File: src/rtl/lsu_pkg.sv
// rtl/lsu_pkg.sv - shared LSU opcodes, FSM states, stage bundles and op helpers
package lsu_pkg;

    localparam int XLEN         = 32;
    localparam int LSU_OP_WIDTH = 4;

    typedef enum logic [LSU_OP_WIDTH-1:0] {
        LSU_NONE = 4'd0,
        LSU_LB   = 4'd1,
        LSU_LH   = 4'd2,
        LSU_LW   = 4'd3,
        LSU_LBU  = 4'd4,
        LSU_LHU  = 4'd5,
        LSU_SB   = 4'd6,
        LSU_SH   = 4'd7,
        LSU_SW   = 4'd8
    } lsu_op_e;

    localparam logic [1:0] ST_IDLE = 2'd0;
    localparam logic [1:0] ST_REQ  = 2'd1;
    localparam logic [1:0] ST_WAIT = 2'd2;

    typedef struct packed {
        logic [XLEN-1:0]         inst;
        logic [XLEN-1:0]         pc;
        logic [XLEN-1:0]         ex_result;
        logic [XLEN-1:0]         lsu_data;
        logic [LSU_OP_WIDTH-1:0] lsu_op;
        logic                    rw_en;
        logic [4:0]              rw_addr;
    } ex_info_t;

    typedef struct packed {
        logic [XLEN-1:0] inst;
        logic [XLEN-1:0] pc;
        logic            rw_en;
        logic [4:0]      rw_addr;
        logic [XLEN-1:0] rw_data;
    } mem_info_t;

    function automatic logic op_is_load(input logic [LSU_OP_WIDTH-1:0] op);
        return (op == LSU_LB) || (op == LSU_LH) || (op == LSU_LW) ||
               (op == LSU_LBU) || (op == LSU_LHU);
    endfunction

    function automatic logic op_is_store(input logic [LSU_OP_WIDTH-1:0] op);
        return (op == LSU_SB) || (op == LSU_SH) || (op == LSU_SW);
    endfunction

    function automatic logic op_misaligned(input logic [LSU_OP_WIDTH-1:0] op,
                                           input logic [1:0] a);
        logic half_op;
        logic word_op;
        half_op = (op == LSU_LH) || (op == LSU_LHU) || (op == LSU_SH);
        word_op = (op == LSU_LW) || (op == LSU_SW);
        return (half_op && a[0]) || (word_op && (a != 2'b00));
    endfunction

endpackage

File: src/rtl/lsu_lane_align.sv
// rtl/lsu_lane_align.sv - store strobe/data replication and load lane shift/extend
module lsu_lane_align
    import lsu_pkg::*;
(
    input  logic [LSU_OP_WIDTH-1:0] op,
    input  logic [1:0]              addr_lo,
    input  logic [XLEN-1:0]         store_data,
    input  logic [XLEN-1:0]         load_data,
    output logic [XLEN/8-1:0]       wstrb,
    output logic [XLEN-1:0]         wdata,
    output logic [XLEN-1:0]         load_result
);

    logic [7:0]  byte_lane;
    logic [15:0] half_lane;

    // Halfword lanes follow addr_lo[1] only; a set addr_lo[0] is ignored here.
    assign byte_lane = 8'(load_data >> {addr_lo, 3'b000});
    assign half_lane = 16'(load_data >> {addr_lo[1], 4'b0000});

    always_comb begin
        wstrb       = '0;
        wdata       = store_data;
        load_result = load_data;
        case (op)
            LSU_SB: begin
                wstrb = 4'b0001 << addr_lo;
                wdata = {4{store_data[7:0]}};
            end
            LSU_SH: begin
                wstrb = 4'b0011 << {addr_lo[1], 1'b0};
                wdata = {2{store_data[15:0]}};
            end
            LSU_SW:  wstrb = 4'b1111;
            LSU_LB:  load_result = {{24{byte_lane[7]}}, byte_lane};
            LSU_LBU: load_result = {24'd0, byte_lane};
            LSU_LH:  load_result = {{16{half_lane[15]}}, half_lane};
            LSU_LHU: load_result = {16'd0, half_lane};
            default: ;
        endcase
    end

endmodule

File: src/rtl/mem_stage.sv
// rtl/mem_stage.sv - memory-access pipeline stage; MEM_ALIGN_CHECK_EN adds mem_ale
module mem_stage
    import lsu_pkg::*;
#(
    parameter int DATA_WIDTH = 32
) (
    input  logic                    clk,
    input  logic                    rst,
    input  logic                    ex_valid,
    input  ex_info_t                ex_info,
    output logic                    mem_stall,
    output logic                    dmem_req_valid,
    input  logic                    dmem_req_ready,
    output logic                    dmem_req_we,
    output logic [DATA_WIDTH-1:0]   dmem_req_addr,
    output logic [DATA_WIDTH-1:0]   dmem_req_wdata,
    output logic [DATA_WIDTH/8-1:0] dmem_req_wstrb,
    input  logic                    dmem_resp_valid,
    input  logic [DATA_WIDTH-1:0]   dmem_resp_rdata,
    output logic                    mem_valid,
`ifdef MEM_ALIGN_CHECK_EN
    output logic                    mem_ale,
`endif
    output mem_info_t               mem_info
);

    logic [1:0]            state_q;
    ex_info_t              hold_q;
    logic                  mem_valid_q;
    mem_info_t             mem_info_q;
    logic                  ex_mem_op;
    logic                  ex_mis;
    logic                  hold_store;
    logic [XLEN/8-1:0]     lane_wstrb;
    logic [XLEN-1:0]       lane_wdata;
    logic [XLEN-1:0]       lane_load;

    assign ex_mem_op  = op_is_load(ex_info.lsu_op) || op_is_store(ex_info.lsu_op);
    assign hold_store = op_is_store(hold_q.lsu_op);

`ifdef MEM_ALIGN_CHECK_EN
    logic mem_ale_q;

    assign ex_mis = op_misaligned(ex_info.lsu_op, ex_info.ex_result[1:0]);

    always_ff @(posedge clk) begin
        if (rst) begin
            mem_ale_q <= 1'b0;
        end else begin
            mem_ale_q <= (state_q == ST_IDLE) && ex_valid && ex_mis;
        end
    end

    assign mem_ale = mem_ale_q;
`else
    assign ex_mis = 1'b0;
`endif

    lsu_lane_align u_lane (
        .op          (hold_q.lsu_op),
        .addr_lo     (hold_q.ex_result[1:0]),
        .store_data  (hold_q.lsu_data),
        .load_data   (dmem_resp_rdata),
        .wstrb       (lane_wstrb),
        .wdata       (lane_wdata),
        .load_result (lane_load)
    );

    // Request payload is driven from holding regs only, so it stays stable until ready.
    assign mem_stall      = (state_q != ST_IDLE);
    assign dmem_req_valid = (state_q == ST_REQ);
    assign dmem_req_we    = dmem_req_valid && hold_store;
    assign dmem_req_addr  = dmem_req_valid ? {hold_q.ex_result[XLEN-1:2], 2'b00} : '0;
    assign dmem_req_wdata = dmem_req_we ? lane_wdata : '0;
    assign dmem_req_wstrb = dmem_req_we ? lane_wstrb : '0;
    assign mem_valid      = mem_valid_q;
    assign mem_info       = mem_info_q;

    always_ff @(posedge clk) begin
        if (rst) begin
            state_q     <= ST_IDLE;
            hold_q      <= '0;
            mem_valid_q <= 1'b0;
            mem_info_q  <= '0;
        end else begin
            mem_valid_q <= 1'b0;
            case (state_q)
                ST_IDLE: begin
                    if (ex_valid) begin
                        if (ex_mem_op && !ex_mis) begin
                            hold_q  <= ex_info;
                            state_q <= ST_REQ;
                        end else begin
                            mem_valid_q        <= 1'b1;
                            mem_info_q.inst    <= ex_info.inst;
                            mem_info_q.pc      <= ex_info.pc;
                            mem_info_q.rw_en   <= ex_info.rw_en && !ex_mis;
                            mem_info_q.rw_addr <= ex_info.rw_addr;
                            mem_info_q.rw_data <= ex_info.ex_result;
                        end
                    end
                end
                ST_REQ: begin
                    if (dmem_req_ready) begin
                        if (hold_store) begin
                            mem_valid_q        <= 1'b1;
                            mem_info_q.inst    <= hold_q.inst;
                            mem_info_q.pc      <= hold_q.pc;
                            mem_info_q.rw_en   <= hold_q.rw_en;
                            mem_info_q.rw_addr <= hold_q.rw_addr;
                            mem_info_q.rw_data <= hold_q.ex_result;
                            state_q            <= ST_IDLE;
                        end else begin
                            state_q <= ST_WAIT;
                        end
                    end
                end
                ST_WAIT: begin
                    if (dmem_resp_valid) begin
                        mem_valid_q        <= 1'b1;
                        mem_info_q.inst    <= hold_q.inst;
                        mem_info_q.pc      <= hold_q.pc;
                        mem_info_q.rw_en   <= hold_q.rw_en;
                        mem_info_q.rw_addr <= hold_q.rw_addr;
                        mem_info_q.rw_data <= lane_load;
                        state_q            <= ST_IDLE;
                    end
                end
                default: state_q <= ST_IDLE;
            endcase
        end
    end

endmodule

File: config.mk
export PLATFORM = sky130hd
export DESIGN_NAME = mem_stage
export DESIGN_NICKNAME = d
export VERILOG_FILES = /design/src/rtl/lsu_pkg.sv /design/src/rtl/lsu_lane_align.sv /design/src/rtl/mem_stage.sv
export SDC_FILE = /design/constraint.sdc
export NUM_CORES = 1
export LEC_CHECK = 0
export ABC_AREA = 1
export BUFFER_PORTS_ARGS = -buffer_cell sky130_fd_sc_hd__buf_2
export CORE_UTILIZATION = 45
export DETAILED_ROUTE_END_ITERATION = 8
export GPL_ROUTABILITY_DRIVEN = 0
export PLACE_DENSITY = 0.7
export SLEW_MARGIN = 15
export SYNTH_ARGS = -nofsm -noshare
export SYNTH_HDL_FRONTEND = slang
export SYNTH_HIERARCHICAL = 1
export SYNTH_SLANG_ARGS = --single-unit
File: constraint.sdc
create_clock -name clk -period 5.2 [get_ports clk]
set_input_delay 0.26 -clock clk [delete_from_list [all_inputs] [get_ports clk]]
set_output_delay 0.26 -clock clk [all_outputs]
set_load 0.005 [all_outputs]
==> results.json <==
{
  "min_from": "ex_info[72]",
  "rsz0062_at_grt": "no",
  "post-route-min-period_ns": 3.56,
  "status": "complete, no violations",
  "critPathCaptureType": "flop",
  "synth_compound_area_share_pct": 9.63,
  "critPathRequiredTime_ns": 5.68,
  "portBuffers": 346,
  "cap_violations": 0,
  "grt_usage_pct": 27.8,
  "synth_seq_cells": 243,
  "cts_tree": "yes",
  "slowest_stage": "nand3_4",
  "fin_crit_sh_pct": 68.4,
  "drive_above_1_share_pct": 19.4,
  "synth_area_um2": 14700,
  "fmax_mhz": 281,
  "drt_first_pass_iters": 7,
  "grt-ovfl-total": 0,
  "layout_commonest_cell": "nand2_1",
  "clk_path_buf_depth": 3,
  "clock_skew_ns": 0.0144,
  "design_area_um2": 17900,
  "areaGrowthSynthToFinish_pct": 22.0,
  "setup_tns_ns": 0,
  "synthSimpleGateAreaFrac_pct": 37.7,
  "avgSynthCellArea_um2": 5.95,
  "total_power_w": 0.00786,
  "vias_per_cell": 5.13,
  "nNetsFinal": 2915,
  "worstSetupPathType": "flop to flop",
  "die_area_um2": 33300,
  "core_area_um2": 31800,
  "leakagePower_nw": 9.81,
  "first_global_vias": 15000,
  "startpoint": "state_q[0]$_SDFFE_PP0P_",
  "die_height_um": 183,
  "dpl_worst_slack_ns": 1.33,
  "n_fill_cell": 3153,
  "synth_warnings": 6,
  "die_w_um": 183,
  "synth_top_family_by_area": "simple AND/OR/NAND/NOR gates",
  "hold_class": "input pin to flop",
  "cts-root-buf": "clkbuf_16",
  "cts_setup_buffers": 0,
  "hpwl_mm": 29.6,
  "cp_max_fo": 103,
  "wl_mm": 47.7,
  "synth-edff-count": 0,
  "path_clk_slew_ns": 0.06,
  "io_pins": 349,
  "finalMaxSlewViolations": 0,
  "crit_path_max_incr_delay_ns": 0.79,
  "worstMarginPinSlew_ns": 1.20,
  "antenna_found_initial": 3,
  "cp_common_cell": "nand3_4",
  "crit_arrival_ns": 4.04,
  "synth_xor_xnor_area_share_pct": 0,
  "layout_common_cells": "681 x nand2_1, 410 x inv_1, 344 x buf_2",
  "async_flop_share_pct": 0,
  "initial_core_util_pct": 46.1,
  "synthMuxAreaShare_pct": 0,
  "synthAdderAreaFrac_pct": 0.341,
  "dpl_cell_area_um2": 16200,
  "grt_max_degree": 108,
  "cp_top_family": "buffers and inverters",
  "start_kind": "flop",
  "drt_drc_violations_left": 0,
  "power.density_nw_per_um2": 439,
  "detail_route.wl_per_cell_um": 15.0,
  "yosysSeqAreaShare_pct": 33.2,
  "clock-sinks": 243,
  "fin_ws_ns": 1.64,
  "vdd.ir_drop.worst_mv": 0.354,
  "whs_ns": 0.0148,
  "hold_violations": 0,
  "clk_latency_ns": 0.55,
  "antenna_left": 0,
  "grt_pass1_wl_mm": 76.2,
  "synth_ff_type": "dfxtp_1",
  "relSlewSlack_pct": 20.1,
  "cts_made_buffers": 29,
  "num_rows": 65,
  "path_cells": "inv_1 > ha_4 > nand3_4 > buf_6 > nand3_4 > buf_4 > nand2_1 > inv_2 > nor2_1",
  "r2r-start": "state_q[0]$_SDFFE_PP0P_",
  "synthDistinctLibCells": 30,
  "via_count": 16400,
  "finalSetupViolCount": 0,
  "htree_levels": 1,
  "synthCells": 2464,
  "drt-initial-drc-count": 1372,
  "crit_buf_inv": 4
}
[worst reg2reg max path: stages (launching register included)]
cell     delay (ns)
dfxtp_1        0.38
inv_1          0.11
ha_4           0.41
nand3_4        0.18
buf_6          0.67
nand3_4        0.82
buf_4          0.65
nand2_1        0.15
inv_2          0.04
nor2_1         0.10
[cell families after synthesis]
family                   after synthesis
buffers and inverters                684
adder cells (fa/ha/maj)                4
AND/OR/NAND/NOR                     1256
flip-flops                           243
AO/OA/AOI/OAI                        276
other                                  1
[flip-flops by register name (all words and copies together), names as in the netlist]
register and count:
hold_q 138, mem_info 102, state_q 2, mem_valid 1
[final cells by class]
| class | instances | area [µm²] | area share [%] |
|---|---|---|---|
| tap | 435 | 544 | 3.04 |
| sequential | 243 | 4860 | 27.2 |
| clock inverter | 8 | 68.8 | 0.385 |
| multi-input combinational | 1538 | 7080 | 39.6 |
| inverter | 485 | 1830 | 10.2 |
| clock buffer | 42 | 855 | 4.78 |
| timing repair buffer | 439 | 2640 | 14.8 |
| antenna | 3 | 7.51 | 0.0420 |
[final timing paths]
check                              endpoint  slack (ns)  cells past startpoint
setup / recovery  mem_info[17]$_SDFFE_PP0P_        1.64                      9
hold / removal      hold_q[72]$_SDFFE_PP0P_        0.01                      3
setup reg to reg  mem_info[17]$_SDFFE_PP0P_        1.64                      9
hold reg to reg     hold_q[93]$_SDFFE_PP0P_        0.46                      2
[through the flow]
| stage | std cells | utilization, % |
|---|---|---|
| floorplan | 2465 | - |
| global placement | 3064 | 50.9 |
| detailed placement | 3064 | 50.9 |
| CTS | 3190 | 56.2 |
| global route | 3193 | 56.3 |
| finish | 3193 | 56.3 |
[what timing repair did]
item,CTS,global route
hold endpoints to repair,76,0
hold buffers,76,0
gates resized for setup,0,0
setup endpoints to repair,0,0
[routing by layer]
metal	track usage (%)	part of all wire (%)	vias to the layer above	wire (µm)
li1	-	-	8120	-
met1	36.5	43	7458	20500
met2	45.6	46	697	21800
met3	4.01	8.1	106	3880
met4	11.1	3.4	0	1630
met5	0	0	-	0
[cell usage after synthesis, types with 17 or more instances]
library cell	n	share of area, %
a21oi_1	242	8.3
clkbuf_1	103	2.6
dfxtp_1	243	33
inv_2	74	1.9
nand4_1	240	10
buf_2	58	2.0
nand2_2	17	0.73
nand3_1	37	1.3
nor2_1	251	6.4
inv_1	410	10
o21ai_0	23	0.78
nand2_1	682	17
[report_power, final]
group	switching, W	internal [W]
Sequential	0.000222	0.00227
Combinational	0.00227	0.00112
Clock	0.000802	0.00118
Power figures use the tool's default switching activity.
